## config.mk

```make
export PLATFORM = sky130hd
export DESIGN_NAME = serial_adder_seq
export DESIGN_NICKNAME = d
export VERILOG_FILES = /design/src/rtl/serial_adder_pkg.sv /design/src/rtl/serial_adder_seq_full_adder_cell.sv /design/src/rtl/serial_adder_seq.sv
export SDC_FILE = /design/constraint.sdc
export NUM_CORES = 1
export LEC_CHECK = 0
export BUFFER_PORTS_ARGS = -buffer_cell sky130_fd_sc_hd__buf_2
export CAP_MARGIN = 5
export CELL_PAD_IN_SITES_DETAIL_PLACEMENT = 0
export CELL_PAD_IN_SITES_GLOBAL_PLACEMENT = 1
export CORE_UTILIZATION = 45
export DETAILED_ROUTE_END_ITERATION = 8
export PLACE_DENSITY_LB_ADDON = 0.25
export SYNTH_ARGS = -nofsm -noshare
export SYNTH_HDL_FRONTEND = slang
export SYNTH_SLANG_ARGS = --single-unit
```

## constraint.sdc

```tcl
create_clock -name clk_i -period 3 [get_ports clk_i]
set_input_delay 0.15 -clock clk_i [delete_from_list [all_inputs] [get_ports clk_i]]
set_output_delay 0.15 -clock clk_i [all_outputs]
set_load 0.01 [all_outputs]
```

## src/rtl/serial_adder_pkg.sv

```systemverilog
// Shared definitions for the digit-serial adder: FSM state encoding and a
// constant ceil(log2) helper used to size the digit counter.
package serial_adder_pkg;

    typedef enum logic [1:0] {
        IDLE = 2'd0,
        RUN  = 2'd1,
        DONE = 2'd2
    } state_e;

    // Returns ceil(log2(value)); 0 for value <= 1.
    function automatic int clog2(input int value);
        int r;
        r = 0;
        for (int i = 0; i < 31; i++) begin
            if ((1 << i) < value) begin
                r = i + 1;
            end
        end
        return r;
    endfunction

endpackage

```

## src/rtl/serial_adder_seq_full_adder_cell.sv

```systemverilog
// One-bit full adder cell built from two half adders and an OR gate;
// chained DIGIT times to form the per-cycle digit adder.
module full_adder_cell (
    input  logic a_i,
    input  logic b_i,
    input  logic cin_i,
    output logic sum_o,
    output logic cout_o
);

    logic ha0_sum;
    logic ha0_cry;
    logic ha1_cry;

    assign ha0_sum = a_i ^ b_i;
    assign ha0_cry = a_i & b_i;
    assign sum_o   = ha0_sum ^ cin_i;
    assign ha1_cry = ha0_sum & cin_i;
    assign cout_o  = ha0_cry | ha1_cry;

endmodule

```

## src/rtl/serial_adder_seq.sv

```systemverilog
// Digit-serial adder: adds two WIDTH-bit operands DIGIT bits per clock with a
// start/busy/done handshake. Define SERIAL_ADDER_SUB_EN to add a SUB port (A-B).
module serial_adder_seq
    import serial_adder_pkg::*;
#(
    parameter int WIDTH = 8,
    parameter int DIGIT = 1
) (
    input  logic             clk_i,
    input  logic             rst_i,
    input  logic             start_i,
    input  logic [WIDTH-1:0] a_i,
    input  logic [WIDTH-1:0] b_i,
    input  logic             cin_i,
`ifdef SERIAL_ADDER_SUB_EN
    input  logic             sub_i,
`endif
    output logic             busy_o,
    output logic             done_o,
    output logic [WIDTH-1:0] sum_o,
    output logic             cout_o
);

    localparam int N     = WIDTH / DIGIT;
    localparam int CNT_W = (clog2(N) < 1) ? 1 : clog2(N);

    if (WIDTH < 1 || DIGIT < 1 || (WIDTH % DIGIT) != 0) begin : g_bad_param
        $error("serial_adder_seq: WIDTH must be >= 1 and a multiple of DIGIT");
    end

    logic sub_w;
`ifdef SERIAL_ADDER_SUB_EN
    assign sub_w = sub_i;
`else
    assign sub_w = 1'b0;
`endif

    state_e             state_q, state_d;
    logic [WIDTH-1:0]   a_q, a_d;
    logic [WIDTH-1:0]   b_q, b_d;
    logic [WIDTH-1:0]   res_q, res_d;
    logic [WIDTH-1:0]   sum_q, sum_d;
    logic               carry_q, carry_d;
    logic               cout_q, cout_d;
    logic [CNT_W-1:0]   cnt_q, cnt_d;

    logic [DIGIT-1:0]   dsum_w;
    logic [DIGIT:0]     dcry_w;
    logic [WIDTH-1:0]   res_shift_w;

    // Ripple chain over the low DIGIT bits of the operand shift registers.
    assign dcry_w[0] = carry_q;
    for (genvar g = 0; g < DIGIT; g++) begin : g_fa
        full_adder_cell u_fa (
            .a_i    (a_q[g]),
            .b_i    (b_q[g]),
            .cin_i  (dcry_w[g]),
            .sum_o  (dsum_w[g]),
            .cout_o (dcry_w[g+1])
        );
    end

    // New digit enters at the MSB end; after N shifts the result is aligned.
    assign res_shift_w = WIDTH'({dsum_w, res_q} >> DIGIT);

    always_ff @(posedge clk_i or posedge rst_i) begin
        if (rst_i) begin
            state_q <= IDLE;
            a_q     <= '0;
            b_q     <= '0;
            res_q   <= '0;
            sum_q   <= '0;
            carry_q <= 1'b0;
            cout_q  <= 1'b0;
            cnt_q   <= '0;
        end else begin
            state_q <= state_d;
            a_q     <= a_d;
            b_q     <= b_d;
            res_q   <= res_d;
            sum_q   <= sum_d;
            carry_q <= carry_d;
            cout_q  <= cout_d;
            cnt_q   <= cnt_d;
        end
    end

    always_comb begin
        state_d = state_q;
        a_d     = a_q;
        b_d     = b_q;
        res_d   = res_q;
        sum_d   = sum_q;
        carry_d = carry_q;
        cout_d  = cout_q;
        cnt_d   = cnt_q;

        case (state_q)
            IDLE, DONE: begin
                if (start_i) begin
                    // Subtraction is A + ~B + 1, so SUB overrides the carry-in.
                    a_d     = a_i;
                    b_d     = sub_w ? ~b_i : b_i;
                    carry_d = sub_w ? 1'b1 : cin_i;
                    cnt_d   = '0;
                    state_d = RUN;
                end else begin
                    state_d = IDLE;
                end
            end
            RUN: begin
                a_d     = a_q >> DIGIT;
                b_d     = b_q >> DIGIT;
                carry_d = dcry_w[DIGIT];
                res_d   = res_shift_w;
                cnt_d   = cnt_q + CNT_W'(1);
                if (cnt_q == CNT_W'(N - 1)) begin
                    sum_d   = res_shift_w;
                    cout_d  = dcry_w[DIGIT];
                    state_d = DONE;
                end
            end
            default: state_d = IDLE;
        endcase
    end

    assign busy_o = (state_q == RUN);
    assign done_o = (state_q == DONE);
    assign sum_o  = sum_q;
    assign cout_o = cout_q;

endmodule

```

==> out/summary.md <==
The first global-routing pass estimated 4.80 mm of wire. The CTS H-tree depth is 2. The tools report the total via count in the routed design as 1,128.

The hold path startpoint was b_i[6]. The repair_antennas step left the layout with diodes totalling 0. The height of the die was 62.0 um; the setup slack on the worst flop-to-flop path was 1.57 ns. The finished cells cover 1890 um2. Clock share of power: 0.155. Entering global routing, the biggest net connects 39 pins. In this run the cell area measured after placement is 1800 um2.

Sequential share of power: 0.442. For the fmax, the log shows 0.669 GHz. In the synthesized netlist, the number of instances is 143.

The commonest cells after synthesis are sky130_fd_sc_hd__dfrtp_1, sky130_fd_sc_hd__nand2_1, sky130_fd_sc_hd__nor2_1. Across all setup checks in the final design, the least slack found is 1.51 ns. The overall overflow remaining after global route was 0. Once detailed placement completed, the half-perimeter wirelength came to 1.93 mm.

The switching share of total power is 0.363, and the share of async-settable or async-resettable flops after synthesis is 1.00. The count of cells along the worst hold path is 3, and the power density over the cells is 1090 nW/um2. The logs give 0.743 mW for the net switching power and 0 for the number of nets with antenna violations after routing.

After the first detailed-routing iteration, the DRC count stood at 67. sky130_fd_sc_hd__dfrtp_1 is the most common cell in the netlist. The number of setup violations in the final report came out at 0.

The number of nets handed over by synthesis was 166. Summed over all instances, the cell type with the most area after synthesis is sky130_fd_sc_hd__dfrtp_1. The first TritonRoute pass finished after 4 iterations.

The setup path with the least slack is of type flop to primary output. The count of buffers from port buffering was 30; the synthesis-to-layout area growth was 16.4%. The logic depth of the worst register-to-register path is 4.

STA puts the critical path data arrival time at 1.34 ns. The tools report the via count of the first global-routing pass as 1,087. The run gives 38 as the CTS sink count. Once the clock tree was built, the setup fixing pass inserted 0 buffers. Number of antenna violations at the first check in global routing: 0. Counting the buffers created by CTS gives 5.

The tools report the reg-to-reg startpoint as cnt_q[0]. Setup total negative slack on the finished layout was measured at 0 ns. The core area was 3390 um2. Across the routed clock network, the largest skew measured is 0.00505 ns.

The combinational share of power is 0.403, and the total power is 2.05 mW. The synthesized design contains 0 enable-type register cells. Data on the critical path is required at its endpoint by 2.85 ns. The ratio of cells with drive above 1 in the final layout is 0.295. In this run the static leakage power is 0.951 nW. The CTS clock-pin slew for the worst setup and hold paths came out at 0.11 ns. STA classifies the critical path startpoint as a flop. The tools report the total number of nets in the final design as 198. For the pre-CTS setup slack, the log shows 1.57 ns. TritonCTS built the clock tree. Number of endpoints with negative hold slack in the final report: 0.

Setup repair after global routing left no endpoint under its margin. The congestion estimate from routability-driven global placement came to 0.702. For this block, the routed nets add up to 2.92 mm of wire. The predominant post-synthesis flop cell was sky130_fd_sc_hd__dfrtp_1. After detailed routing, the number of vias per cell comes to 5.08.

Cell internal power was estimated by the tool at 1.30 mW. The path class of the tightest hold or removal check is primary input to flop. The logs give 0.556 for the final standard cell utilization of the core and 0 for the number of warnings reported in the yosys synthesis log.

The flow ran to the end, and the final reports show no timing, DRC or antenna violations. The cell sitting at the root of the clock tree is a sky130_fd_sc_hd__clkbuf_4. The die covers 3840 um2. Worst max-slew margin expressed relative to the limit: 0.556. Of all nets on the critical path, the largest fanout is 27. For the area of the mapped netlist, the log shows 1620 um2. The count of pins over their slew limit was 0.

After synthesis, the mean cell area works out to 11.3 um2. In this run the horizontal extent of the chip is 62.0 um. The clock period minus final worst setup slack works out to 1.49 ns. Max-cap violations in this run came to 0. Critical register-to-register path endpoint: sum_o[7]. The number of library cell types mapped by synthesis is 22.

STA classifies the critical path endpoint as a primary output. Counting flops and latches in the post-synthesis netlist gives 38. The post-route DRC violation count is 0, and the slew of the pin with the lowest slew margin is 0.666 ns. The total global-route track usage is 0.179, and the clock latency at the later pin of the worst-skew pair is 0.34 ns. For the count of boundary I/O pins, the log shows 31. The tools report the endpoint with the worst hold slack as b_q[6].

By area the synthesized netlist is led by sky130_fd_sc_hd__dfrtp_1, sky130_fd_sc_hd__mux2_4, sky130_fd_sc_hd__o22ai_1, sky130_fd_sc_hd__nand2_1, sky130_fd_sc_hd__nor3_1. After floorplanning, the core was divided into 21 placement rows. In the final routed layout, each cell accounts on average for 13.1 um.

The portion of synthesized cell area occupied by the leading cell type came out at 0.587. Largest buffer count on any clock path: 2. The logs give 0.587 for the share of synthesized area occupied by flip-flops and latches and 0.000469 V for the worst-case vdd ir drop. Post-route fraction of the period consumed by the critical path: 0.498.

The run gives 0.478 as the initial standard-cell utilization of the core.
## routing by layer
metal / wire length, um / vias up / GRT usage
li1: - / 558 / -
met1: 1330 / 541 / 0.200
met2: 1410 / 25 / 0.310
met3: 136 / 4 / 0.0663
met4: 40 / 0 / 0.0667
met5: 0 / - / 0
## metrics by stage
stage / std cells / hold slack [ns]
after global placement: 213 / 0.277
after floorplan: 143 / 0.278
after global routing: 222 / 0.0108
final: 222 / 0.0284
after detailed placement: 213 / 0.286
after CTS: 222 / 0.0159
## cell usage in the layout (no fill, tap or decap), types with 2 or more instances in the layout
cell / Yosys / final
sky130_fd_sc_hd__dfrtp_1: 38 / 38
sky130_fd_sc_hd__buf_2: 7 / 30
sky130_fd_sc_hd__nand2_1: 22 / 22
sky130_fd_sc_hd__nor2_1: 15 / 15
sky130_fd_sc_hd__o22ai_1: 14 / 14
sky130_fd_sc_hd__nor3_1: 14 / 14
sky130_fd_sc_hd__mux2_4: 9 / 9
sky130_fd_sc_hd__clkbuf_4: 0 / 5
sky130_fd_sc_hd__a22o_1: 3 / 3
sky130_fd_sc_hd__nand3_1: 3 / 3
sky130_fd_sc_hd__o21ai_0: 3 / 3
sky130_fd_sc_hd__clkbuf_8: 0 / 3
sky130_fd_sc_hd__buf_4: 1 / 3
sky130_fd_sc_hd__nand2b_1: 2 / 2
sky130_fd_sc_hd__inv_1: 2 / 2
sky130_fd_sc_hd__ha_1: 2 / 2
## worst max path at each step
stage | slack, ns | end | start | cells after the start
5_1_grt | 1.41 | busy_o | state_q[1] | 3
3_3_place_gp | 1.62 | cout_o | cnt_q[0] | 4
4_1_cts | 1.49 | busy_o | state_q[1] | 3
2_1_floorplan | 1.65 | cout_o | cnt_q[0] | 4
6_report | 1.51 | busy_o | state_q[1] | 3
3_5_place_dp | 1.57 | sum_o[5] | cnt_q[0] | 4
## cells by family (layout without fill, tap and decap cells)
group                    after synthesis  in the layout  share of synthesized area
AND/OR/NAND/NOR                       59             59                      0.167
flip-flops                            38             38                      0.587
AO/OA/AOI/OAI                         21             21                     0.0842
buffers and inverters                 12             45                     0.0448
multiplexers                          10             10                     0.0896
adder cells (fa/ha/maj)                3              3                     0.0278
## what timing repair did
item / 4_1_cts / 5_1_grt
hold buffers: 1 / 0
hold endpoints to repair: 38 / 0
resized for setup: 0 / 0
## flip-flops by register name, summed over array words and instances (netlist names)
name     count
a_q          8
b_q          8
sum_o        8
res_q        7
cnt_q        3
state_q      2
carry_q      1
cout_o       1
## critical path, stage by stage (launching register included)
cell,delay (ns)
sky130_fd_sc_hd__dfrtp_1,0.40
sky130_fd_sc_hd__nand2b_1,0.24
sky130_fd_sc_hd__inv_8,0.20
sky130_fd_sc_hd__buf_2,0.16
## power by group through the flow
| stage | Sequential, mW | Clock, mW | Combinational (mW) |
|---|---|---|---|
| floorplan | 0.910 | 0 | 0.647 |
| global placement | 0.904 | 0 | 0.805 |
| detailed placement | 0.920 | 0 | 0.839 |
| CTS | 0.908 | 0.327 | 0.840 |
| global route | 0.939 | 0.353 | 0.940 |
| finish | 0.905 | 0.317 | 0.826 |
## area by class of cell
class	count	area, um2
multi-input cells	93	597
inverters	3	18.8
flip-flops and latches	38	951
fillers	315	1500
repair buffers	34	183
clock buffers	8	78.8
well taps	46	57.6
(Power assumes the default switching activity.)
